### src/rtl/shift_ctrl_pkg.sv
// rtl/shift_ctrl_pkg.sv - shared state encoding and parity sense for the serializer
package shift_ctrl_pkg;

  typedef enum logic [1:0] {
    S_IDLE   = 2'd0,
    S_SHIFT  = 2'd1,
    S_PARITY = 2'd2
  } state_t;

  localparam logic PARITY_SENSE = 1'b0;

endpackage

### src/rtl/shift_register_PISO.sv
// rtl/shift_register_PISO.sv - parallel-in serial-out shift register, MSB first
module shift_register_PISO #(
  parameter int N = 8
) (
  input  logic         clk,
  input  logic         resetn,
  input  logic         load,
  input  logic         shift,
  input  logic [N-1:0] din,
  output logic         so
);

  logic [N-1:0] sreg;

  always_ff @(posedge clk) begin
    if (!resetn) begin
      sreg <= '0;
    end else if (load) begin
      sreg <= din;
    end else if (shift) begin
      sreg <= {sreg[N-2:0], 1'b0};
    end
  end

  assign so = sreg[N-1];

endmodule

### src/rtl/shift_serializer_ctrl.sv
// rtl/shift_serializer_ctrl.sv - word-to-serial controller; PARITY_EN appends an even-parity bit
module shift_serializer_ctrl
  import shift_ctrl_pkg::*;
#(
  parameter int N     = 8,
  parameter int CNT_W = $clog2(N)
) (
  input  logic         clk,
  input  logic         reset,
  input  logic [N-1:0] din,
  input  logic         din_valid,
  output logic         din_ready,
  output logic         SO,
  output logic         so_valid,
  output logic         sof,
  output logic         done,
  output logic         busy
);

  localparam logic [CNT_W-1:0] LAST_BIT = CNT_W'(N - 1);

  state_t           state, state_nxt;
  logic [CNT_W-1:0] cnt, cnt_nxt;
  logic             accept;
  logic             shift_en;
  logic             msb;

  assign accept   = (state == S_IDLE) && din_valid;
  assign shift_en = (state == S_SHIFT);
  assign busy     = (state != S_IDLE);

  shift_register_PISO #(.N(N)) u_piso (
    .clk    (clk),
    .resetn (reset),
    .load   (accept),
    .shift  (shift_en),
    .din    (din),
    .so     (msb)
  );

`ifdef PARITY_EN
  // Parity is captured with the word so later din changes cannot disturb it.
  logic parity;

  always_ff @(posedge clk) begin
    if (!reset) begin
      parity <= 1'b0;
    end else if (accept) begin
      parity <= (^din) ^ PARITY_SENSE;
    end
  end
`endif

  always_ff @(posedge clk) begin
    if (!reset) begin
      state <= S_IDLE;
      cnt   <= '0;
    end else begin
      state <= state_nxt;
      cnt   <= cnt_nxt;
    end
  end

  always_comb begin
    state_nxt = state;
    cnt_nxt   = cnt;
    din_ready = 1'b0;
    SO        = 1'b0;
    so_valid  = 1'b0;
    sof       = 1'b0;
    done      = 1'b0;
    case (state)
      S_IDLE: begin
        din_ready = 1'b1;
        if (din_valid) begin
          state_nxt = S_SHIFT;
          cnt_nxt   = '0;
        end
      end
      S_SHIFT: begin
        SO       = msb;
        so_valid = 1'b1;
        sof      = (cnt == '0);
        cnt_nxt  = cnt + 1'b1;
        if (cnt == LAST_BIT) begin
          cnt_nxt = '0;
`ifdef PARITY_EN
          state_nxt = S_PARITY;
`else
          done      = 1'b1;
          state_nxt = S_IDLE;
`endif
        end
      end
`ifdef PARITY_EN
      S_PARITY: begin
        SO        = parity;
        so_valid  = 1'b1;
        done      = 1'b1;
        state_nxt = S_IDLE;
      end
`endif
      default: begin
        state_nxt = S_IDLE;
        cnt_nxt   = '0;
      end
    endcase
  end

endmodule
### config.mk
export PLATFORM = sky130hd
export DESIGN_NAME = shift_serializer_ctrl
export DESIGN_NICKNAME = d
export VERILOG_FILES = /design/src/rtl/shift_ctrl_pkg.sv /design/src/rtl/shift_register_PISO.sv /design/src/rtl/shift_serializer_ctrl.sv
export SDC_FILE = /design/constraint.sdc
export NUM_CORES = 1
export LEC_CHECK = 0
export BUFFER_PORTS_ARGS = -buffer_cell sky130_fd_sc_hd__buf_2
export CAP_MARGIN = 20
export CORE_AREA = 2 2 39 41
export CTS_BUF_LIST = sky130_fd_sc_hd__clkbuf_4 sky130_fd_sc_hd__clkbuf_8 sky130_fd_sc_hd__clkbuf_16
export CTS_CLUSTER_DIAMETER = 50
export DETAILED_ROUTE_END_ITERATION = 16
export DIE_AREA = 0 0 41 43
export PLACE_DENSITY = 0.73
export SYNTH_ARGS = -nofsm -noshare
export SYNTH_HDL_FRONTEND = slang
export SYNTH_SLANG_ARGS = --single-unit
### constraint.sdc
create_clock -name clk -period 2.1 [get_ports clk]
set_input_delay 0 -clock clk [delete_from_list [all_inputs] [get_ports clk]]
set_output_delay 0 -clock clk [all_outputs]
set_load 0.05 [all_outputs]
After elaboration in Yosys (flattened, before gate mapping) --
Index checks and enable logic that the tools add are counted.
Word-level totals: bits in registers 13, input port bits 11, output and inout port bits 6, word-level logic and storage cells 28
Cells by class: $add $sub $neg 1, equal/unequal tests 4, muxes and demuxes 14, reductions and logical operators 6
Operators by type and width (count):
- 2-to-1 mux 8 bit | 2
- 2-to-1 mux 1 bit | 6
- 2-to-1 mux 3 bit | 2
- case mux 3 bit (2 select lines) | 1
- 2-to-1 mux 2 bit | 2
- case mux 2 bit (2 select lines) | 1
- nonzero test 2 bit | 2
- adder 3 x 1 -> 3 bit, second input constant | 1
- == test 3 bit, second input constant | 1
- zero test 3 bit | 1
- == test 2 x 1 -> 1 bit, second input constant | 1
- zero test 2 bit | 1
- != test 2 x 1 -> 1 bit, second input constant | 1
- != test 2 bit, second input constant | 1
- AND reduction 2 bit | 1
- logical AND 1 bit | 1

Depth between registers and ports, before layout --
Gate-level depths: netlist of run 1.
depth after elaboration 3, gate-level depth with buffers 4, gate-level depth less buffers 4

Cells and area by module --
A second synthesis of run 1 with hierarchy kept.
Second synthesis, totals: cell total of the unflattened synthesis 61, area total of the unflattened synthesis 663.1 um2
Modules (own cells, without submodules):
- shift_register_PISO | instances 1, cells an instance 35, area an instance 419.2 um2
- shift_serializer_ctrl | instances 1, cells an instance 26, area an instance 244.0 um2

Worst setup path before layout of run 1 --
No wires, ideal clock.
kind flip-flop to output port, start point register state[0], end point output sof, data arrival time 2.288 ns, path slack -0.188 ns, stages on the path, launching flop included 3, cell sequence dfxtp_1 -> inv_2 -> nor3b_1
Between the ends: longest elaborated chain between the ends 2
RTL lines:
- start: declaration | line shift_serializer_ctrl.sv:22 | state_t state, state_nxt;
- start signal: assignment | line shift_serializer_ctrl.sv:59 | state <= state_nxt;
- == test 2 x 1 -> 1 bit | line shift_serializer_ctrl.sv:72 | case (state)
- 2-to-1 mux 1 bit | line shift_serializer_ctrl.sv:72
- end: declaration | line shift_serializer_ctrl.sv:15 | output logic sof,
Every way passes these cells.

Final worst setup path of run 1 --
Ends and elaborated chain as after synthesis.

==> results.yml, run 1 <==
critical_path:
  r2r-start: "state[0]"
  crit_end: "sof"
  r2r_cells: 2
  reg2reg_to: "u_piso.sreg[2]"
  crit_path_start_kind: "flip-flop"
  worst-r2r-setup-slack_ns: 0.93
  worstPathArrival_ns: 1.60
  worstSetupEndpointType: "output pin"
  startpoint: "state[0]"
  cp_max_fo: 20
  worstSetupPathType: "flip-flop to output pin"
  cp.required_ns: 2.10
logic_synthesis:
  syn-num-nets: 73
  synth_top_area_cell: "dfxtp_1"
  synth_area_um2: 592
  synth_area_per_cell_um2: 10.0
  yosys_register_bits: 12
  ys_warn_count: 0
  syn-instance-count: 59
  yosys.area.top_type_share_pct: 40.6
  synthTopCellsByArea: "dfxtp_1 (41%), mux2i_1 (14%), a211oi_1 (8.9%)"
  synthDistinctLibCells: 20
  synth-seq-area-share_pct: 40.6
timing:
  period_share_pct: 76.2
  finClkSkew_ns: 0.00481
  fin_hold_ws_ns: 0.0327
  slew-limit-headroom_pct: 65.8
  fmax_mhz: 625
  drv_slew: 0
  rsz0062_at_grt: "no"
  hold_viol: 0
  finalSetupViolations: 0
  post-route-min-period_ns: 1.60
  tightest_slew_ns: 0.513
  final.setup.tns_ns: 0
power_and_ir_drop:
  switching_share_pct: 27.8
  p_sw_mw: 0.148
  power_density_mw_per_mm2: 745
  power.internal_mw: 0.386
  seqPwrFrac_pct: 48.2
  combinationalPowerShare_pct: 16.8
  clkPwrFrac_pct: 35.1
  leakagePower_nw: 0.330
  irDropWorstVdd_mv: 0.442
cts:
  cts_hold_buf: 1
  root_buffer: "clkbuf_4"
  htree_levels: 1
  cts_buffer_depth: 2
  clk_pin_slew_ns: 0.08
  cts_setup_buffers: 0
  numCtsBuffers: 3
  cts_tree: "built"
  worstSkewPairLatency_ns: 0.27
  clock_sinks: 12
  post_cts_resized: 0
cells_and_area:
  n_fill_cell: 128
  syn_to_final_growth_pct: 21.1
  layout_common_cells: "buf_2 (16), dfxtp_1 (12), mux2i_1 (8), nor2b_1 (7), a211oi_1 (7)"
  register_area_um2: 240
  final_common_cell: "buf_2"
  drive_gt1_share_pct: 29.9
  diodes: 0
  final_nets: 92
  multi_input_area_um2: 315
floorplanning:
  initial_core_util_pct: 42.8
  ioPinCount: 17
  core_mm2: 0.00138
  die_y_um: 43
  die_area_mm2: 0.00176
  fp.dieW_um: 41
  rows: 14
grt:
  antenna_found_initial: 0
  grt_pass1_wl_um: 1920
  grt_overflow: 0
  gr-usage-all-layers_pct: 16.0
  grt_max_degree: 21
  first_global_vias: 434
job:
  cap_violations: 0
detailed_routing:
  drtPass1Iterations: 4
  first_iter_violations: 7
  num_vias: 476
  routed_wl_um: 1130
  via_per_inst: 5.12
  drc: 0
  routedWlPerCell_um: 12.2
  antenna_left: 0
placement:
  gp_congestion: 0.721
  io_buffer_count: 16
  place_hpwl_um: 804
run_status:
  outcome: "finished clean"
hold_path:
  min_path_type: "input pin to flip-flop"
## per-layer routing
metal	vias up	global-route usage (%)	wire [µm]
li1	243	-	-
met1	215	20.9	492
met2	14	22.2	559
met3	4	3.14	55
met4	0	12.0	24
met5	-	0	0
## power by group through the flow
stage,Sequential [mW],Clock [mW],Combinational (mW)
2_1_floorplan,0.262,0,0.0680
5_1_grt,0.260,0.199,0.0991
6_report,0.257,0.187,0.0895
3_3_place_gp,0.262,0,0.0875
3_5_place_dp,0.263,0,0.0890
4_1_cts,0.257,0.194,0.0908
## worst min path at each step
stage	depth (start not counted)	from	endpoint	slack, ns
finish	3	din[0]	u_piso.sreg[0]	0.03
global route	3	din[0]	u_piso.sreg[0]	0.09
CTS	3	din[0]	u_piso.sreg[0]	0.04
detailed placement	2	reset	cnt[0]	0.24
global placement	2	reset	cnt[0]	0.23
floorplan	1	reset	cnt[0]	0.12
## worst max-delay path: stages (launching register included)
cell	delay, ns
dfxtp_1	0.65
inv_2	0.18
nor3b_2	0.21
buf_2	0.28
## flip-flops by register name (all words and copies together) (netlist names)
register     cells
state            1
u_piso.sreg      8
cnt              3
## layout make-up
cell class / count / share of cell area [%]
Clock buffer: 4 / 5.06
Inverter: 4 / 2.09
Timing Repair Buffer: 17 / 12.6
Multi-Input combinational cell: 40 / 44.0
Tap cell: 16 / 2.79
Sequential cell: 12 / 33.5
## synth_stat cells
library cell,number
nor3_1,1
inv_1,2
inv_2,1
or3b_1,2
o21ai_0,1
a21oi_1,2
nor2b_1,7
and2_1,2
o21a_1,1
buf_4,2
nor2_1,1
ha_1,3
nand2_1,2
nor3b_2,1
mux2i_1,8
dfxtp_1,12
nor3b_1,2
a211oi_1,7
buf_6,1
clkinv_1,1
## through the flow
stage / cell area [µm²] / instances / total power [mW] / setup slack, ns / utilization (%)
after global routing: 717 / 93 / 0.558 / 0.361 / 51.8
after floorplan: 597 / 59 / 0.330 / 0.297 / -
after global placement: 671 / 88 / 0.349 / 0.857 / 48.5
after detailed placement: 671 / 88 / 0.352 / 0.806 / 48.5
after CTS: 717 / 93 / 0.542 / 0.505 / 51.8
final: 717 / 93 / 0.534 / 0.500 / 51.8
## kinds of logic (layout without fill, tap and decap cells)
group | count (synthesis) | count (layout) | synth area share (%)
AOI/OAI and AO/OA | 11 | 11 | 12.7
adders and majority gates | 3 | 3 | 6.34
buffers and inverters | 7 | 25 | 6.98
DFF | 12 | 12 | 40.6
muxes | 8 | 8 | 13.5
and+or+nand+nor | 18 | 18 | 19.9
Power figures use the tool's default switching activity.
==> run 2: changes to the inputs <==
--- a/config.mk
+++ b/config.mk
@@ -5,14 +5,15 @@
 export SDC_FILE = /design/constraint.sdc
 export NUM_CORES = 1
 export LEC_CHECK = 0
+export ABC_AREA = 1
 export BUFFER_PORTS_ARGS = -buffer_cell sky130_fd_sc_hd__buf_2
 export CAP_MARGIN = 20
-export CORE_AREA = 2 2 39 41
+export CORE_MARGIN = 1.5
+export CORE_UTILIZATION = 44
 export CTS_BUF_LIST = sky130_fd_sc_hd__clkbuf_4 sky130_fd_sc_hd__clkbuf_8 sky130_fd_sc_hd__clkbuf_16
 export CTS_CLUSTER_DIAMETER = 50
 export DETAILED_ROUTE_END_ITERATION = 16
-export DIE_AREA = 0 0 41 43
-export PLACE_DENSITY = 0.73
+export PLACE_DENSITY = 0.74
 export SYNTH_ARGS = -nofsm -noshare
 export SYNTH_HDL_FRONTEND = slang
 export SYNTH_SLANG_ARGS = --single-unit
==> constraint.sdc (replaced) <==
create_clock -name clk -period 1.4 [get_ports clk]
set_input_delay 0 -clock clk [delete_from_list [all_inputs] [get_ports clk]]
set_output_delay 0 -clock clk [all_outputs]
set_load 0.05 [all_outputs]
==> run 2 against run 1 <==
- sequential power grew 49%
- first-iteration DRC count shrank 43%
- register-to-register slack worse by 0.61 ns
- clock skew down 0.00085 ns
- largest power group unchanged
- area after synthesis rose by 10%
- clock power rose by 55%
- critical path type unchanged
- wire length grew 11%
==> results.yml, run 2 <==
cells_and_area:
  diodes: 0
  top_register: "u_piso.sreg"
  layout_common_cells: "nand2_1 (24), buf_2 (15), inv_1 (12), nand3_1 (10), dfxtp_1 (9)"
  reg_top3: "u_piso.sreg (8), cnt (3), state (1)"
  final_util_pct: 56.4
  n_fill_cell: 137
  largest_reg_flops: 8
  fin_area_um2: 762
  final_common_cell: "nand2_1"
  drive_gt1_share_pct: 35.9
  syn_to_final_growth_pct: 16.7
  final_nets: 118
floorplanning:
  ioPinCount: 17
  initial_core_util_pct: 48.4
  rows: 13
  die_y_um: 41.5
  fp.dieW_um: 41.5
  die_area_mm2: 0.00172
  core_mm2: 0.00135
hold_path:
  min_path_type: "input pin to flip-flop"
  hold_end: "u_piso.sreg[5]"
  min_path_cells: 3
  min_from: "reset"
cts:
  cts_setup_buffers: 0
  cts_buffer_depth: 2
  cts_tree: "built"
  clock_sinks: 12
  worstSkewPairLatency_ns: 0.28
  clk_pin_slew_ns: 0.09
  root_buffer: "clkbuf_4"
  numCtsBuffers: 3
  htree_levels: 1
job:
  cap_violations: 0
power_and_ir_drop:
  leakagePower_nw: 0.435
  power_density_mw_per_mm2: 1060
  irDropWorstVdd_mv: 0.589
timing:
  drv_slew: 0
  final.setup.tns_ns: 0
  rsz0062_at_grt: "no"
  tightest_slew_ns: 0.339
  fin_hold_ws_ns: 0.0190
  finClkSkew_ns: 0.00396
  finalSetupViolations: 0
  post-route-min-period_ns: 1.29
  period_share_pct: 92.5
  slew-limit-headroom_pct: 77.4
  fmax_mhz: 772
  fin_ws_ns: 0.105
  hold_viol: 0
logic_synthesis:
  yosys.area.top_type_share_pct: 36.8
  yosys.cell_count.top_type: "nand2_1"
  yosys_register_bits: 12
  synth_area_per_cell_um2: 7.51
  syn-instance-count: 87
  synth_top_area_cell: "dfxtp_1"
  ys.flop_type: "dfxtp_1"
  synth_edf_count: 0
  yosys-top-cells-count: "nand2_1 (24), dfxtp_1 (12), inv_1 (12), nand3_1 (10)"
  syn-num-nets: 101
  synthDistinctLibCells: 15
  ys_warn_count: 0
  synthTopCellsByArea: "dfxtp_1 (37%), nand2_1 (14%), nand3_1 (7.7%)"
  synthArstFlopShare_pct: 0
  synth_area_um2: 653
  synth-seq-area-share_pct: 36.8
critical_path:
  reg2reg_to: "cnt[2]"
  worstSetupEndpointType: "output pin"
  worstSetupPathType: "flip-flop to output pin"
  worst-r2r-setup-slack_ns: 0.32
  cp_max_fo: 4
  worstPathArrival_ns: 1.29
  cp.required_ns: 1.40
  r2r_cells: 4
  r2r-start: "cnt[0]"
  crit_path_start_kind: "flip-flop"
detailed_routing:
  first_iter_violations: 4
  routed_wl_um: 1250
  via_per_inst: 4.87
  routedWlPerCell_um: 10.6
  num_vias: 575
  drc: 0
  drtPass1Iterations: 4
  antenna_left: 0
placement:
  io_buffer_count: 16
  place_area_um2: 707
  place_ws_ns: 0.299
  place_hpwl_um: 899
  gp_congestion: 0.863
grt:
  grt_max_degree: 18
  antenna_found_initial: 0
  grt_pass1_wl_um: 2100
  gr-usage-all-layers_pct: 16.0
  grt_overflow: 0
  first_global_vias: 512
run_status:
  outcome: "finished clean"
[run 2: cell type report]
type | count | area (µm²) | area share [%]
tap | 15 | 18.8 | 2.46
multi-input combinational | 57 | 318 | 41.7
timing repair buffer | 17 | 96.3 | 12.6
inverter | 13 | 48.8 | 6.40
clock buffer | 4 | 36.3 | 4.76
sequential | 12 | 244 | 32.0
[run 2: per-layer routing]
| layer | wire length (µm) | vias to the layer above | GRT usage [%] |
|---|---|---|---|
| met5 | 0 | - | 0 |
| met4 | 19 | 0 | 7.74 |
| met3 | 65 | 4 | 3.91 |
| met2 | 630 | 17 | 28.7 |
| met1 | 533 | 256 | 17.2 |
| li1 | - | 298 | - |
[run 2: kinds of logic after synthesis]
family,after synthesis,synth area share [%]
buffers and inverters,18,14.9
AND/OR/NAND/NOR,50,39.5
flip-flops,12,36.8
adder cells (fa/ha/maj),3,5.75
AO/OA/AOI/OAI,4,3.06
[run 2: how the worst max path moves through the flow]
| stage | endpoint | from | cells after the start | slack [ns] |
|---|---|---|---|---|
| after floorplan | state[0] | cnt[0] | 5 | 0.18 |
| after global placement | done | cnt[0] | 5 | 0.35 |
| after detailed placement | done | cnt[0] | 5 | 0.30 |
| after CTS | done | cnt[1] | 5 | 0.05 |
| after global routing | done | cnt[0] | 5 | 0.02 |
| final | done | cnt[0] | 5 | 0.11 |
[run 2: through the flow]
step	cells	total power, mW
after floorplan	87	0.505
after global placement	113	0.523
after detailed placement	113	0.528
after CTS	117	0.807
after global routing	118	0.843
final	118	0.811
[run 2: critical path, stage by stage, from the launching register on]
cell	delay (ns)
dfxtp_2	0.34
ha_1	0.20
ha_1	0.20
nand2_1	0.07
inv_1	0.06
buf_6	0.15
[run 2: timing repair]
action                                  4_1_cts  5_1_grt
pin swaps                                     0        0
endpoints found under the hold margin         0        1
hold buffers                                  0        1
resized for setup                             1        3
endpoints found under the setup margin        1        1
[run 2: where the power goes]
group | switching, mW | internal (mW)
clock network | 0.131 | 0.158
logic | 0.0900 | 0.0484
registers | 0.0217 | 0.362
total | 0.243 | 0.569
==> run 3: changes to the inputs <==
--- a/config.mk
+++ b/config.mk
@@ -13,7 +13,7 @@
 export CTS_BUF_LIST = sky130_fd_sc_hd__clkbuf_4 sky130_fd_sc_hd__clkbuf_8 sky130_fd_sc_hd__clkbuf_16
 export CTS_CLUSTER_DIAMETER = 50
 export DETAILED_ROUTE_END_ITERATION = 16
-export PLACE_DENSITY = 0.74
+export PLACE_DENSITY_LB_ADDON = 0.08
 export SYNTH_ARGS = -nofsm -noshare
 export SYNTH_HDL_FRONTEND = slang
 export SYNTH_SLANG_ARGS = --single-unit
==> run 3 against run 2 <==
- non-clock buffer count did not move
- via count fell by 5.4%
- worst hold slack got worse by 0.0047 ns
- die area did not move
- sequential power barely moved
- final cell count did not move
- first-iteration DRC count did not move
- clock-buffer cell count did not move
- wire length fell by 7.0%
==> results.yml, run 3 (synthesis gave the netlist of run 2 again) <==
grt:
  antenna_found_initial: 0
  grt_overflow: 0
  gr-usage-all-layers_pct: 15.1
  first_global_vias: 510
  grt_pass1_wl_um: 1990
  grt_max_degree: 18
critical_path:
  worst-path-buf-inv: 2
  cp_cell_sequence: "ha_1 -> ha_1 -> nand2_1 -> inv_1 -> buf_4"
  cp.required_ns: 1.40
  critPathTopFamily: "flip-flops"
  crit_top_cell: "ha_1"
  cp_max_fo: 4
  worstPathArrival_ns: 1.30
  worstSetupEndpointType: "output pin"
  cp_slowest_stage_delay_ns: 0.37
  crit_path_start_kind: "flip-flop"
  cpMaxStageDelayCell: "dfxtp_1"
  worstSetupPathType: "flip-flop to output pin"
detailed_routing:
  routed_wl_um: 1160
  route.met2.wl_um: 570
  wl_met3_um: 60
  drtPass1Iterations: 2
  drc: 0
  via_per_inst: 4.61
  met1_length_um: 531
  num_vias: 544
  routedWlPerCell_um: 9.85
  first_iter_violations: 4
  antenna_left: 0
  routed.top_layer: "met3"
cts:
  clock_sinks: 12
  worstSkewPairLatency_ns: 0.28
  clk_pin_slew_ns: 0.08
  htree_levels: 1
  cts_setup_buffers: 0
  cts_buffer_depth: 2
  root_buffer: "clkbuf_4"
  cts_tree: "built"
  numCtsBuffers: 3
timing:
  period_share_pct: 93.1
  fin_hold_ws_ns: 0.0143
  hold_viol: 0
  finalSetupViolations: 0
  post-route-min-period_ns: 1.30
  finClkSkew_ns: 0.0139
  drv_slew: 0
  slew-limit-headroom_pct: 77.8
  final.setup.tns_ns: 0
  fmax_mhz: 767
  tightest_slew_ns: 0.333
  rsz0062_at_grt: "no"
floorplanning:
  core_mm2: 0.00135
  fp.dieW_um: 41.5
  initial_core_util_pct: 48.4
  die_area_mm2: 0.00172
  rows: 13
  ioPinCount: 17
  die_y_um: 41.5
cells_and_area:
  layout_common_cells: "nand2_1 (24), buf_2 (15), inv_1 (12), dfxtp_1 (11), nand3_1 (10)"
  reg_top3: "u_piso.sreg (8), cnt (3), state (1)"
  drive_gt1_share_pct: 34.0
  fin_area_um2: 756
  final_common_cell: "nand2_1"
  diodes: 0
  largest_reg_flops: 8
  final_nets: 118
  syn_to_final_growth_pct: 15.7
  top_register: "u_piso.sreg"
placement:
  place_hpwl_um: 823
  gp_congestion: 0.719
  io_buffer_count: 16
  place_area_um2: 707
run_status:
  outcome: "finished clean"
power_and_ir_drop:
  leakagePower_nw: 0.434
  irDropWorstVdd_mv: 0.716
  power_density_mw_per_mm2: 1050
hold_path:
  min_path_type: "input pin to flip-flop"
job:
  cap_violations: 0
## run 3: changes by cell type in the layout (fill, tap and decap cells not counted)
cell,before,now
dfxtp_1,9,11
dfxtp_2,3,1
buf_4,0,1
buf_6,1,0
## run 3: final timing paths
path / depth (start not counted) / startpoint / slack, ns / to
setup reg to reg: 5 / state[0] / 0.34 / u_piso.sreg[2]
hold reg to reg: 2 / u_piso.sreg[0] / 0.47 / u_piso.sreg[0]
hold / removal: 3 / reset / 0.01 / u_piso.sreg[1]
setup / recovery: 5 / cnt[0] / 0.1 / done
## run 3: timing repair
action,in CTS,in global routing
hold endpoints to repair,1,0
gates resized for setup,0,2
endpoints found under the setup margin,0,1
hold buffers,1,0
## run 3: layout make-up
type                       count  area, µm²
multi-input combinational     57        318
sequential                    12        241
tap                           15       18.8
timing repair buffer          17       92.6
fill                         136        594
inverter                      13       48.8
clock buffer                   4       36.3
## run 3: tightest hold or removal path, cell delays in order
cell,delay [ns]
buf_2,0.15
nand2_1,0.08
inv_1,0.03
## run 3: routing by layer
layer | up-vias | global-route usage (%)
met5 | - | 0
met4 | 0 | 3.87
met3 | 0 | 7.83
met2 | 9 | 24.4
met1 | 237 | 17.5
li1 | 298 | -
## run 3: power breakdown
| part | total, mW | internal (mW) | switching, mW |
|---|---|---|---|
| Combinational | 0.137 | 0.0482 | 0.0884 |
| Sequential | 0.382 | 0.361 | 0.0210 |
| Clock | 0.276 | 0.158 | 0.118 |
| Total | 0.795 | 0.568 | 0.227 |
## run 3: stage by stage
stage               total power, mW  std cells  util, %  worst slack, ns
floorplan                     0.505         87        -            0.178
CTS                           0.810        118     55.8           0.0101
detailed placement            0.527        113     52.4            0.315
global route                  0.844        118     56.0          0.00943
global placement              0.526        113     52.4            0.316
finish                        0.795        118     56.0           0.0967
